File: config.mk
export PLATFORM = sky130hd
export DESIGN_NAME = fetch_ctrl_flat
export DESIGN_NICKNAME = d
export VERILOG_FILES = /design/src/rtl/fetch_pkg.sv /design/src/rtl/fetch_ctrl_if.sv /design/src/rtl/fetch_range_chk.sv /design/src/rtl/fetch_ctrl.sv /design/src/flat_wrapper.sv
export SDC_FILE = /design/constraint.sdc
export NUM_CORES = 1
export LEC_CHECK = 0
export CAP_MARGIN = 20
export CORE_MARGIN = 4
export CORE_UTILIZATION = 40
export DETAILED_ROUTE_END_ITERATION = 16
export HOLD_SLACK_MARGIN = 0.15
export PLACE_DENSITY = 0.65
export REMOVE_ABC_BUFFERS = 1
export SYNTH_ARGS = -nofsm -noshare
export SYNTH_HDL_FRONTEND = slang
export SYNTH_SLANG_ARGS = --single-unit
File: constraint.sdc
create_clock -name clk -period 2.5 [get_ports clk]
set_input_delay 0.5 -clock clk [delete_from_list [all_inputs] [get_ports clk]]
set_output_delay 0.5 -clock clk [all_outputs]
set_load 0.01 [all_outputs]
File: src/rtl/fetch_pkg.sv
// Shared types and constants for the instruction-fetch controller.
// The range/alignment check is enabled by defining FETCH_CHECK_EN.
package fetch_pkg;

  localparam logic [31:0] RESET_PC_DEF = 32'h0000_3000;
  localparam int unsigned IM_WORDS_DEF = 4096;
  localparam logic [31:0] NOP_INSTR    = 32'h0000_0000;

  typedef enum logic [1:0] {
    ST_BOOT = 2'd0,
    ST_RUN  = 2'd1,
    ST_HOLD = 2'd2,
    ST_HALT = 2'd3
  } fetch_state_e;

endpackage

File: src/rtl/fetch_ctrl_if.sv
// Fetch-side bus: hazard/redirect inputs, instruction memory port and the F/D register outputs.
// The master modport is the fetch controller; the slave modport is the rest of the pipeline.
interface fetch_ctrl_if;

  logic        stall;
  logic        redirect_valid;
  logic [31:0] redirect_pc;
  logic [31:0] im_pc;
  logic [31:0] im_instr;
  logic [31:0] d_instr;
  logic [31:0] d_pc;
  logic [31:0] d_pc8;
  logic        d_valid;
  logic        fetch_err;

  modport master (
    input  stall, redirect_valid, redirect_pc, im_instr,
    output im_pc, d_instr, d_pc, d_pc8, d_valid, fetch_err
  );

  modport slave (
    output stall, redirect_valid, redirect_pc, im_instr,
    input  im_pc, d_instr, d_pc, d_pc8, d_valid, fetch_err
  );

endinterface

File: src/rtl/fetch_range_chk.sv
// Combinational PC checker: flags misaligned PCs and PCs outside the instruction memory window.
// Only instantiated when FETCH_CHECK_EN is defined.
module fetch_range_chk
  import fetch_pkg::*;
#(
  parameter logic [31:0] RESET_PC = RESET_PC_DEF,
  parameter int unsigned IM_WORDS = IM_WORDS_DEF
) (
  input  logic [31:0] pc,
  output logic        fail
);

  // Upper bound computed in 33 bits so a window ending at 2^32 does not wrap.
  localparam logic [32:0] PC_END = {1'b0, RESET_PC} + (33'(IM_WORDS) << 2);

  logic misaligned;
  logic below;
  logic above;

  assign misaligned = (pc[1:0] != 2'b00);
  assign below      = (pc < RESET_PC);
  assign above      = ({1'b0, pc} >= PC_END);
  assign fail       = misaligned | below | above;

endmodule

File: src/rtl/fetch_ctrl.sv
// F-stage fetch controller: PC register, F/D capture, stall holds and a one-entry pending redirect.
// Defining FETCH_CHECK_EN adds the PC range/alignment check and the HALT state.
module fetch_ctrl
  import fetch_pkg::*;
#(
  parameter logic [31:0] RESET_PC = RESET_PC_DEF,
  parameter int unsigned IM_WORDS = IM_WORDS_DEF
) (
  input  logic         clk,
  input  logic         reset,
  fetch_ctrl_if.master bus
);

  // state | meaning
  // BOOT  | first cycle after reset release; captures RESET_PC regardless of stall
  // RUN   | free-running fetch, captures every cycle stall is low
  // HOLD  | stalled; PC and F/D frozen, redirects land in the pending buffer
  // HALT  | a capture failed the range check; frozen until reset

  fetch_state_e state_q, state_d;
  logic [31:0]  f_pc_q, f_pc_d;
  logic [31:0]  d_instr_q, d_instr_d;
  logic [31:0]  d_pc_q, d_pc_d;
  logic         d_valid_q, d_valid_d;
  logic         err_q, err_d;
  logic         pend_valid_q, pend_valid_d;
  logic [31:0]  pend_pc_q, pend_pc_d;
  logic         capture;
  logic         chk_fail;
  logic [31:0]  pc_next;

`ifdef FETCH_CHECK_EN
  fetch_range_chk #(
    .RESET_PC (RESET_PC),
    .IM_WORDS (IM_WORDS)
  ) u_range_chk (
    .pc   (f_pc_q),
    .fail (chk_fail)
  );
`else
  assign chk_fail = 1'b0;
`endif

  always_ff @(posedge clk or negedge reset) begin
    if (!reset) begin
      state_q      <= ST_BOOT;
      f_pc_q       <= RESET_PC;
      d_instr_q    <= NOP_INSTR;
      d_pc_q       <= 32'h0;
      d_valid_q    <= 1'b0;
      err_q        <= 1'b0;
      pend_valid_q <= 1'b0;
      pend_pc_q    <= 32'h0;
    end else begin
      state_q      <= state_d;
      f_pc_q       <= f_pc_d;
      d_instr_q    <= d_instr_d;
      d_pc_q       <= d_pc_d;
      d_valid_q    <= d_valid_d;
      err_q        <= err_d;
      pend_valid_q <= pend_valid_d;
      pend_pc_q    <= pend_pc_d;
    end
  end

  // A live redirect beats a buffered one; the buffer is only ever full when leaving HOLD.
  always_comb begin
    pc_next = f_pc_q + 32'd4;
    if (bus.redirect_valid) begin
      pc_next = bus.redirect_pc;
    end else if (pend_valid_q) begin
      pc_next = pend_pc_q;
    end
  end

  always_comb begin
    state_d      = state_q;
    f_pc_d       = f_pc_q;
    d_instr_d    = d_instr_q;
    d_pc_d       = d_pc_q;
    d_valid_d    = d_valid_q;
    err_d        = err_q;
    pend_valid_d = pend_valid_q;
    pend_pc_d    = pend_pc_q;
    capture      = 1'b0;

    case (state_q)
      ST_BOOT: begin
        capture = 1'b1;
        state_d = bus.stall ? ST_HOLD : ST_RUN;
      end
      ST_RUN, ST_HOLD: begin
        if (bus.stall) begin
          state_d = ST_HOLD;
          // Redirects arriving on any stalled cycle are kept so none is lost.
          if (bus.redirect_valid) begin
            pend_valid_d = 1'b1;
            pend_pc_d    = bus.redirect_pc;
          end
        end else begin
          capture = 1'b1;
          state_d = ST_RUN;
        end
      end
      default: begin
        state_d = state_q;
      end
    endcase

    if (capture) begin
      pend_valid_d = 1'b0;
      d_valid_d    = 1'b1;
      d_pc_d       = f_pc_q;
      if (chk_fail) begin
        d_instr_d = NOP_INSTR;
        err_d     = 1'b1;
        state_d   = ST_HALT;
      end else begin
        d_instr_d = bus.im_instr;
        f_pc_d    = pc_next;
      end
    end
  end

  assign bus.im_pc     = f_pc_q;
  assign bus.d_instr   = d_instr_q;
  assign bus.d_pc      = d_pc_q;
  assign bus.d_pc8     = d_pc_q + 32'd8;
  assign bus.d_valid   = d_valid_q;
`ifdef FETCH_CHECK_EN
  assign bus.fetch_err = err_q;
`else
  assign bus.fetch_err = 1'b0;
`endif

endmodule

File: src/flat_wrapper.sv
// flat-port wrapper written by rule: the top's interface ports become plain ports
module fetch_ctrl_flat import fetch_pkg::*;
#(
  parameter logic [31:0] RESET_PC = RESET_PC_DEF,
  parameter int unsigned IM_WORDS = IM_WORDS_DEF
)
  (clk, reset, bus_stall, bus_redirect_valid, bus_redirect_pc, bus_im_instr, bus_im_pc, bus_d_instr, bus_d_pc, bus_d_pc8, bus_d_valid, bus_fetch_err);
  fetch_ctrl_if bus_i ();
  input  logic clk;
  input  logic reset;
  input wire logic [$bits(bus_i.stall)-1:0] bus_stall;
  input wire logic [$bits(bus_i.redirect_valid)-1:0] bus_redirect_valid;
  input wire logic [$bits(bus_i.redirect_pc)-1:0] bus_redirect_pc;
  input wire logic [$bits(bus_i.im_instr)-1:0] bus_im_instr;
  output wire logic [$bits(bus_i.im_pc)-1:0] bus_im_pc;
  output wire logic [$bits(bus_i.d_instr)-1:0] bus_d_instr;
  output wire logic [$bits(bus_i.d_pc)-1:0] bus_d_pc;
  output wire logic [$bits(bus_i.d_pc8)-1:0] bus_d_pc8;
  output wire logic [$bits(bus_i.d_valid)-1:0] bus_d_valid;
  output wire logic [$bits(bus_i.fetch_err)-1:0] bus_fetch_err;
  assign bus_i.stall = bus_stall;
  assign bus_i.redirect_valid = bus_redirect_valid;
  assign bus_i.redirect_pc = bus_redirect_pc;
  assign bus_i.im_instr = bus_im_instr;
  assign bus_im_pc = bus_i.im_pc;
  assign bus_d_instr = bus_i.d_instr;
  assign bus_d_pc = bus_i.d_pc;
  assign bus_d_pc8 = bus_i.d_pc8;
  assign bus_d_valid = bus_i.d_valid;
  assign bus_fetch_err = bus_i.fetch_err;
  fetch_ctrl #(.RESET_PC(RESET_PC), .IM_WORDS(IM_WORDS)) u_core (.clk(clk), .reset(reset), .bus(bus_i));
endmodule
## Word level (Yosys, flattened, before mapping)

Cells that the tools add are included.

- Add/subtract/negate cells: 2
- $mul: 0
- Div/mod/pow operators: 0
- Magnitude comparators: 0
- Equality and inequality tests: 2
- Shifts and indexed selects: 0
- Muxes and demuxes: 9
- Bitwise gates (word level): 0
- Reduce and logical (&&, ||, !) cells: 8

Operators by type and width:

| cell | number |
|---|---|
| 32-bit 2-to-1 mux | 2 |
| 32-bit by 3-bit adder with 32-bit output (second input constant) | 1 |
| 32-bit by 4-bit adder with 32-bit output (second input constant) | 1 |
| 3-bit AND reduction | 2 |
| 2-bit nonzero test | 3 |
| 1-bit 2-to-1 mux | 5 |
| 3-bit OR reduction | 1 |
| 2-bit by 1-bit == test with 1-bit output (second input constant) | 1 |
| 2-bit == test (second input constant) | 1 |
| 2-bit zero test | 1 |
| 2-bit 2-to-1 mux | 1 |
| 1-bit one-hot mux with 2 select lines | 1 |
| 2-bit OR reduction | 1 |

- Flip-flop bits (word level): 132
- Bits in latches: 0
- Memory bits (writable): 0
- ROM bits: 0
- Bits of input ports: 68
- Output and inout bits: 130
- Logic and storage cells: 28
- Memories kept: 0

## Longest topological paths before layout

Gate-level depths: netlist (run 1).

- Word-level depth: 5
- Mapped depth: 8
- Mapped depth without buffers: 6

## Worst setup path before layout (run 1)

OpenSTA, ideal clock, no wires.

- Path kind: reg2out
- Start point: register u_core.d_pc_q[3], in the netlist u_core.bus.d_pc[3]
- End point: output port bus_d_pc8[25]
- Arrival time: 1,711 ps
- Required time: 2,000 ps
- Setup slack: 289 ps
- Cell stages (with the launch flop): 6
- Cells stage by stage: dfrtp_1 > ha_1 > nand4_1 > nor3_1 > nand4_1 > xnor2_1

- Longest elaborated chain between the ends: 1

Ends and longest elaborated chain:

| item | RTL line | RTL |
|---|---|---|
| from (decl) | fetch_ctrl.sv:23 | `logic [31:0] d_pc_q, d_pc_d;` |
| from (signal assigned) | fetch_ctrl.sv:58 | `d_pc_q <= d_pc_d;` |
| 32-bit by 4-bit adder with 32-bit output | fetch_ctrl.sv:128 | `assign bus.d_pc8 = d_pc_q + 32'd8;` |
| to (decl) | flat_wrapper.sv:18 | `output wire logic [$bits(bus_i.d_pc8)-1:0] bus_d_pc8;` |

Every way passes these cells.

## Final worst setup path (run 1)

Ends and elaborated chain as after synthesis.

==> results of run 1 <==
==> timing repair <==
action | 4_1_cts | 5_1_grt
resized for setup | 57 | 31
hold buffers | 1 | 0
buffers inserted | 8 | 6
pin swaps | 7 | 11
hold endpoints to repair | 51 | 0
endpoints found under the setup margin | 22 | 18
==> state kept, by name (all words and copies together), names as in the netlist <==
name,cells
u_core.pend_valid_q,1
u_core.bus.d_instr,32
u_core.bus.im_pc,32
u_core.bus.d_pc,32
u_core.bus.d_valid,1
u_core.pend_pc_q,32
u_core.state_q,2
==> synthesized netlist by cell type (all sizes together) (8+ instances only) <==
master,instances
a21oi,12
a22o,19
and3,8
buf,24
clkbuf,26
dfrtp,130
inv,16
mux2,33
nand2,226
nand3,29
nand4,28
nor2,25
nor3,12
nor4,12
o211ai,11
o21ai,29
xnor2,21
==> final timing paths <==
check,start,end,slack [ns],depth (start not counted)
worst max-delay path,u_core.bus.d_pc[3],bus_d_pc8[25],-0.03,9
worst min-delay path,u_core.bus.d_valid,u_core.bus.d_valid,0.47,1
worst max register to register,u_core.bus.im_pc[3],u_core.bus.im_pc[14],0.41,5
worst min register to register,u_core.bus.d_valid,u_core.bus.d_valid,0.47,1
max in group asynchronous,reset,u_core.pend_pc_q[18],1.13,3
min in group asynchronous,reset,u_core.bus.d_pc[0],0.62,2
==> stage by stage <==
step / util, % / worst slack, ns / setup TNS, ns / cells / instance area [um2]
5_1_grt: 59.6 / -0.151 / -1.01 / 1206 / 9960
4_1_cts: 59.4 / -0.118 / -0.190 / 1200 / 9920
3_5_place_dp: 55.5 / 0.0550 / 0 / 1161 / 9270
2_1_floorplan: - / -2.98 / -221.90 / 697 / 6620
3_3_place_gp: 55.5 / 0.0918 / 0 / 1161 / 9270
6_report: 59.6 / -0.0283 / -0.0573 / 1206 / 9960
==> cell type report <==
cell class | count | area, um2 | share of cell area [%]
multi-input combinational | 549 | 3340 | 33.6
tap | 220 | 275 | 2.76
clock inverter | 4 | 70.1 | 0.704
timing repair buffer | 259 | 2390 | 24.0
clock buffer | 26 | 509 | 5.11
sequential | 132 | 3310 | 33.2
inverter | 16 | 60.1 | 0.603
==> power by group <==
part | internal, mW | total (mW) | switching [mW]
clock network | 1.59 | 2.45 | 0.865
logic | 2.83 | 5.33 | 2.50
registers | 3.09 | 4.06 | 0.970
==> per-layer routing <==
metal  vias up  share of wire [%]
met5         -                  0
met4         0                2.1
met3        28                5.2
met2       180                 47
met1      3066                 46
li1       3080                  -
==> logic make-up after synthesis <==
logic type / after synthesis / share of synthesized area [%]
XOR/XNOR: 27 / 3.45
buffers and inverters: 66 / 4.31
multiplexers: 40 / 6.44
other: 1 / 0.0547
flip-flops: 132 / 48.2
AND/OR/NAND/NOR: 363 / 24.8
adder cells (fa/ha/maj): 4 / 0.730
AO/OA/AOI/OAI: 114 / 12.0
==> worst reg2reg max path, cell delays in order (launching register included) <==
cell	delay, ns
dfrtp_1	0.49
ha_1	0.28
nand3_2	0.21
nor4_2	0.64
o21ai_0	0.19
o2bb2ai_1	0.15
==> out/qor.yml, run 1 <==
antenna_cells: 0
cp_slowest_stage_delay_ns: 0.36
synth_top_area_share_pct: 47.5
num-fill-cells: 1504
period_minus_slack_ns: 2.53
start_util_pct: 41.0
clock_skew_ns: 0.00695
cp.arrival_ns: 2.03
synth_seq_cells: 132
clkTransAtPathRegs_ns: 0.06
max_slew_margin_pct: 59.0
synth_flop_cell: "dfrtp_1"
via_count: 6354
min_path_type: "register to register"
via_per_inst: 5.27
gp_congestion: 0.796
cts_buffers: 17
peakVddDrop_v: 0.000534
tightest_slew_ns: 0.611
hold_ws_ns: 0.465
status: "finished with violations"
grt_pass1_vias: 6152
violations: "negative setup slack"
fmax_ghz: 0.396
die_area_um2: 19300
cp.required_ns: 2.00
seq_area_frac_synth_pct: 48.2
drc_errors: 0
cts_root_buf: "clkbuf_16"
layout-drive-gt1-share_pct: 17.6
maxCapViolCount: 0
die_h_um: 139
antenna_left: 0
setup_viol: 3
synthToLayoutAreaGrowth_pct: 45.3
powerDensity_nw_per_um2: 1190
crit_buf_inv: 4
async_reset_ff_share_pct: 100
grt_use_met1_pct: 27.5
cts_tree: "built"
cp_slowest_cell: "dfrtp_1"
io_buffers: 196
p_leak_nw: 4.40
drt_iter0_markers: 379
synth_cell_types: 61
period_share_pct: 101
routed_wl_mm: 19.5
ys_warn_count: 0
htree_num_levels: 4
drv_slew: 0
final_cell_mix: "nand2_1, clkdlybuf4s50_1, dfrtp_1"
die_w_um: 139
antenna_found_initial: 0
first_pass_iters: 5
layout_commonest_cell: "nand2_1"
setup_slack_ns: -0.0283
routedWlPerCell_um: 16.2
overflow: 0
synth_area_leaders: "dfrtp_1, nand2_1, mux2_2"
busiest_layer: "met2"
core_um2: 16700
syn_area_um2: 6850
use_met2_pct: 32.4
clk_latency_ns: 0.41
synth_edf_count: 0
finalHoldViolations: 0
clockBufferDepth: 2
finalNetCount: 1047
cts_sinks: 132
path_class: "register to output port"
grt_usage_pct: 20.3
worst-path-max-fanout: 5
path_cells: "buf_6 > ha_4 > nand4_1 > nor3_2 > buf_4 > buf_6 > nand4_1 > xnor2_1 > buf_2"
grt_max_degree: 58
syn_area_per_cell_um2: 9.18
finalPower_mw: 11.8
synthCells: 747
startpoint_type: "register"
crit_path_end_kind: "output port"
synth_top_cell_by_area: "dfrtp_1"
place_hpwl_mm: 14.1
rows: 47
met3_usage_pct: 4.34
num_io_pins: 198
rsz0062_at_grt: "yes"
grt_first_pass_wirelength_mm: 32.4
critPathTopFamily: "buffers and inverters"
Power figures use the tool's default switching activity.
==> run 2: changes to the inputs <==
--- a/config.mk
+++ b/config.mk
@@ -12,6 +12,7 @@
 export HOLD_SLACK_MARGIN = 0.15
 export PLACE_DENSITY = 0.65
 export REMOVE_ABC_BUFFERS = 1
+export SKIP_CTS_REPAIR_TIMING = 1
 export SYNTH_ARGS = -nofsm -noshare
 export SYNTH_HDL_FRONTEND = slang
 export SYNTH_SLANG_ARGS = --single-unit
==> run 2 against run 1 <==
The flow now finishes without violations. Wire length down 0.27%. Sequential share of layout area about the same. First-iteration DRC count up 7.7%. Design area up 0.10%. Cell count down 0.58%. Clock power about the same. Via count down 0.68%. Critical endpoint unchanged.
==> out/qor.yml, run 2 (synthesis gave the netlist of run 1 again) <==
fmax_ghz: 0.404
routedWlPerCell_um: 16.3
cts_buffers: 17
cts_tree: "built"
num_io_pins: 198
startpoint: "u_core.bus.d_pc[3]"
layout-drive-gt1-share_pct: 15.9
crit_path_end_kind: "output port"
path_cells: "ha_2 > nand4_1 > nor3_2 > buf_4 > buf_6 > nand4_1 > xnor2_1 > clkbuf_2"
cp_slowest_stage_delay_ns: 0.35
die_w_um: 139
startpoint_type: "register"
drv_slew: 0
r2r-end: "u_core.bus.im_pc[14]"
grt_max_degree: 58
final_cell_mix: "nand2_1, clkdlybuf4s50_1, dfrtp_1"
antenna_cells: 0
crit_buf_inv: 3
r2r_cells: 5
holdPathStages: 1
clk_latency_ns: 0.41
cts_sinks: 132
powerDensity_nw_per_um2: 1190
layout_commonest_cell: "nand2_1"
crit_end: "bus_d_pc8[25]"
overflow: 0
drt_iter0_markers: 408
cp.arrival_ns: 1.97
via_per_inst: 5.26
io_buffers: 196
p_leak_nw: 4.49
cp.required_ns: 2.00
core_um2: 16700
die_area_um2: 19300
utilization_pct: 59.7
grt_first_pass_wirelength_mm: 32.1
period_share_pct: 99.0
grt_usage_pct: 20.1
crit_top_cell: "nand4_1"
start_util_pct: 41.0
clkTransAtPathRegs_ns: 0.06
cp_slowest_cell: "dfrtp_1"
r2r_setup_slack_ns: 0.42
critPathTopFamily: "simple AND/OR/NAND/NOR gates"
crit_cells: 8
peakVddDrop_v: 0.000535
fin_setup_tns_ns: 0
tightest_slew_ns: 0.606
via_count: 6311
worst-path-max-fanout: 7
place_area_um2: 9270
setup_viol: 0
clock_skew_ns: 0.00803
antenna_left: 0
min_path_type: "register to register"
antenna_found_initial: 0
status: "finished clean"
maxCapViolCount: 0
path_class: "register to output port"
htree_num_levels: 4
rsz0062_at_grt: "yes"
synthToLayoutAreaGrowth_pct: 45.4
drc_errors: 0
finalPower_mw: 11.8
finalNetCount: 1040
clockBufferDepth: 2
place_hpwl_mm: 14.1
grt_pass1_vias: 6079
r2r-start: "u_core.bus.im_pc[3]"
gp_congestion: 0.796
finalHoldViolations: 0
die_h_um: 139
routed_wl_mm: 19.5
first_pass_iters: 5
cts_root_buf: "clkbuf_16"
fin_area_um2: 9970
rows: 47
period_minus_slack_ns: 2.47
max_slew_margin_pct: 59.3
==> run 2: changes by cell type in the layout (fill, tap and decap cells not counted), moves of 2 or more <==
cell / previous run / this run
buf_2: 11 / 6
buf_4: 56 / 51
buf_6: 4 / 2
clkbuf_2: 7 / 1
dlygate4sd2_1: 4 / 0
dlymetal6s2s_1: 1 / 16
==> run 2: per-stage QoR <==
step	instances	worst slack (ns)	hold WS (ns)
6_report	1199	0.0261	0.465
4_1_cts	1191	-0.388	0.0727
3_5_place_dp	1161	0.0550	0.452
3_3_place_gp	1161	0.0918	0.449
5_1_grt	1199	-0.116	0.481
2_1_floorplan	697	-2.98	0.204
==> run 2: worst min path at each step <==
stage                       startpoint               endpoint
floorplan                        reset  u_core.bus.d_instr[0]
global placement    u_core.bus.d_valid     u_core.bus.d_valid
detailed placement  u_core.bus.d_valid     u_core.bus.d_valid
CTS                              reset     u_core.bus.d_pc[0]
global route        u_core.bus.d_valid     u_core.bus.d_valid
finish              u_core.bus.d_valid     u_core.bus.d_valid
==> run 2: per-layer routing <==
layer  up-vias  wire length [um]  GRT usage (%)
met2       187              9170           32.0
met1      3038              8910           27.4
li1       3062                 -              -
met5         -                 0              0
met3        24              1040           4.31
met4         0               364           6.80
==> run 2: power by group <==
group,switching [mW],leakage [nW],internal [mW]
Sequential,0.971,1.59,3.09
Clock,0.865,0.286,1.59
Combinational,2.47,2.62,2.86
==> run 2: cell type report <==
| class | instances | area (um2) |
|---|---|---|
| Tap cell | 220 | 275 |
| Inverter | 16 | 60.1 |
| Clock buffer | 26 | 509 |
| Clock inverter | 4 | 70.1 |
| Fill cell | 1504 | 6730 |
| Timing Repair Buffer | 252 | 2430 |
| Multi-Input combinational cell | 549 | 3310 |
| Sequential cell | 132 | 3310 |
==> run 3: changes to the inputs <==
--- a/config.mk
+++ b/config.mk
@@ -5,7 +5,6 @@
 export SDC_FILE = /design/constraint.sdc
 export NUM_CORES = 1
 export LEC_CHECK = 0
-export CAP_MARGIN = 20
 export CORE_MARGIN = 4
 export CORE_UTILIZATION = 40
 export DETAILED_ROUTE_END_ITERATION = 16
==> results of run 3 <==
The final DEF is identical to that of run 2; final timing and power are the same.
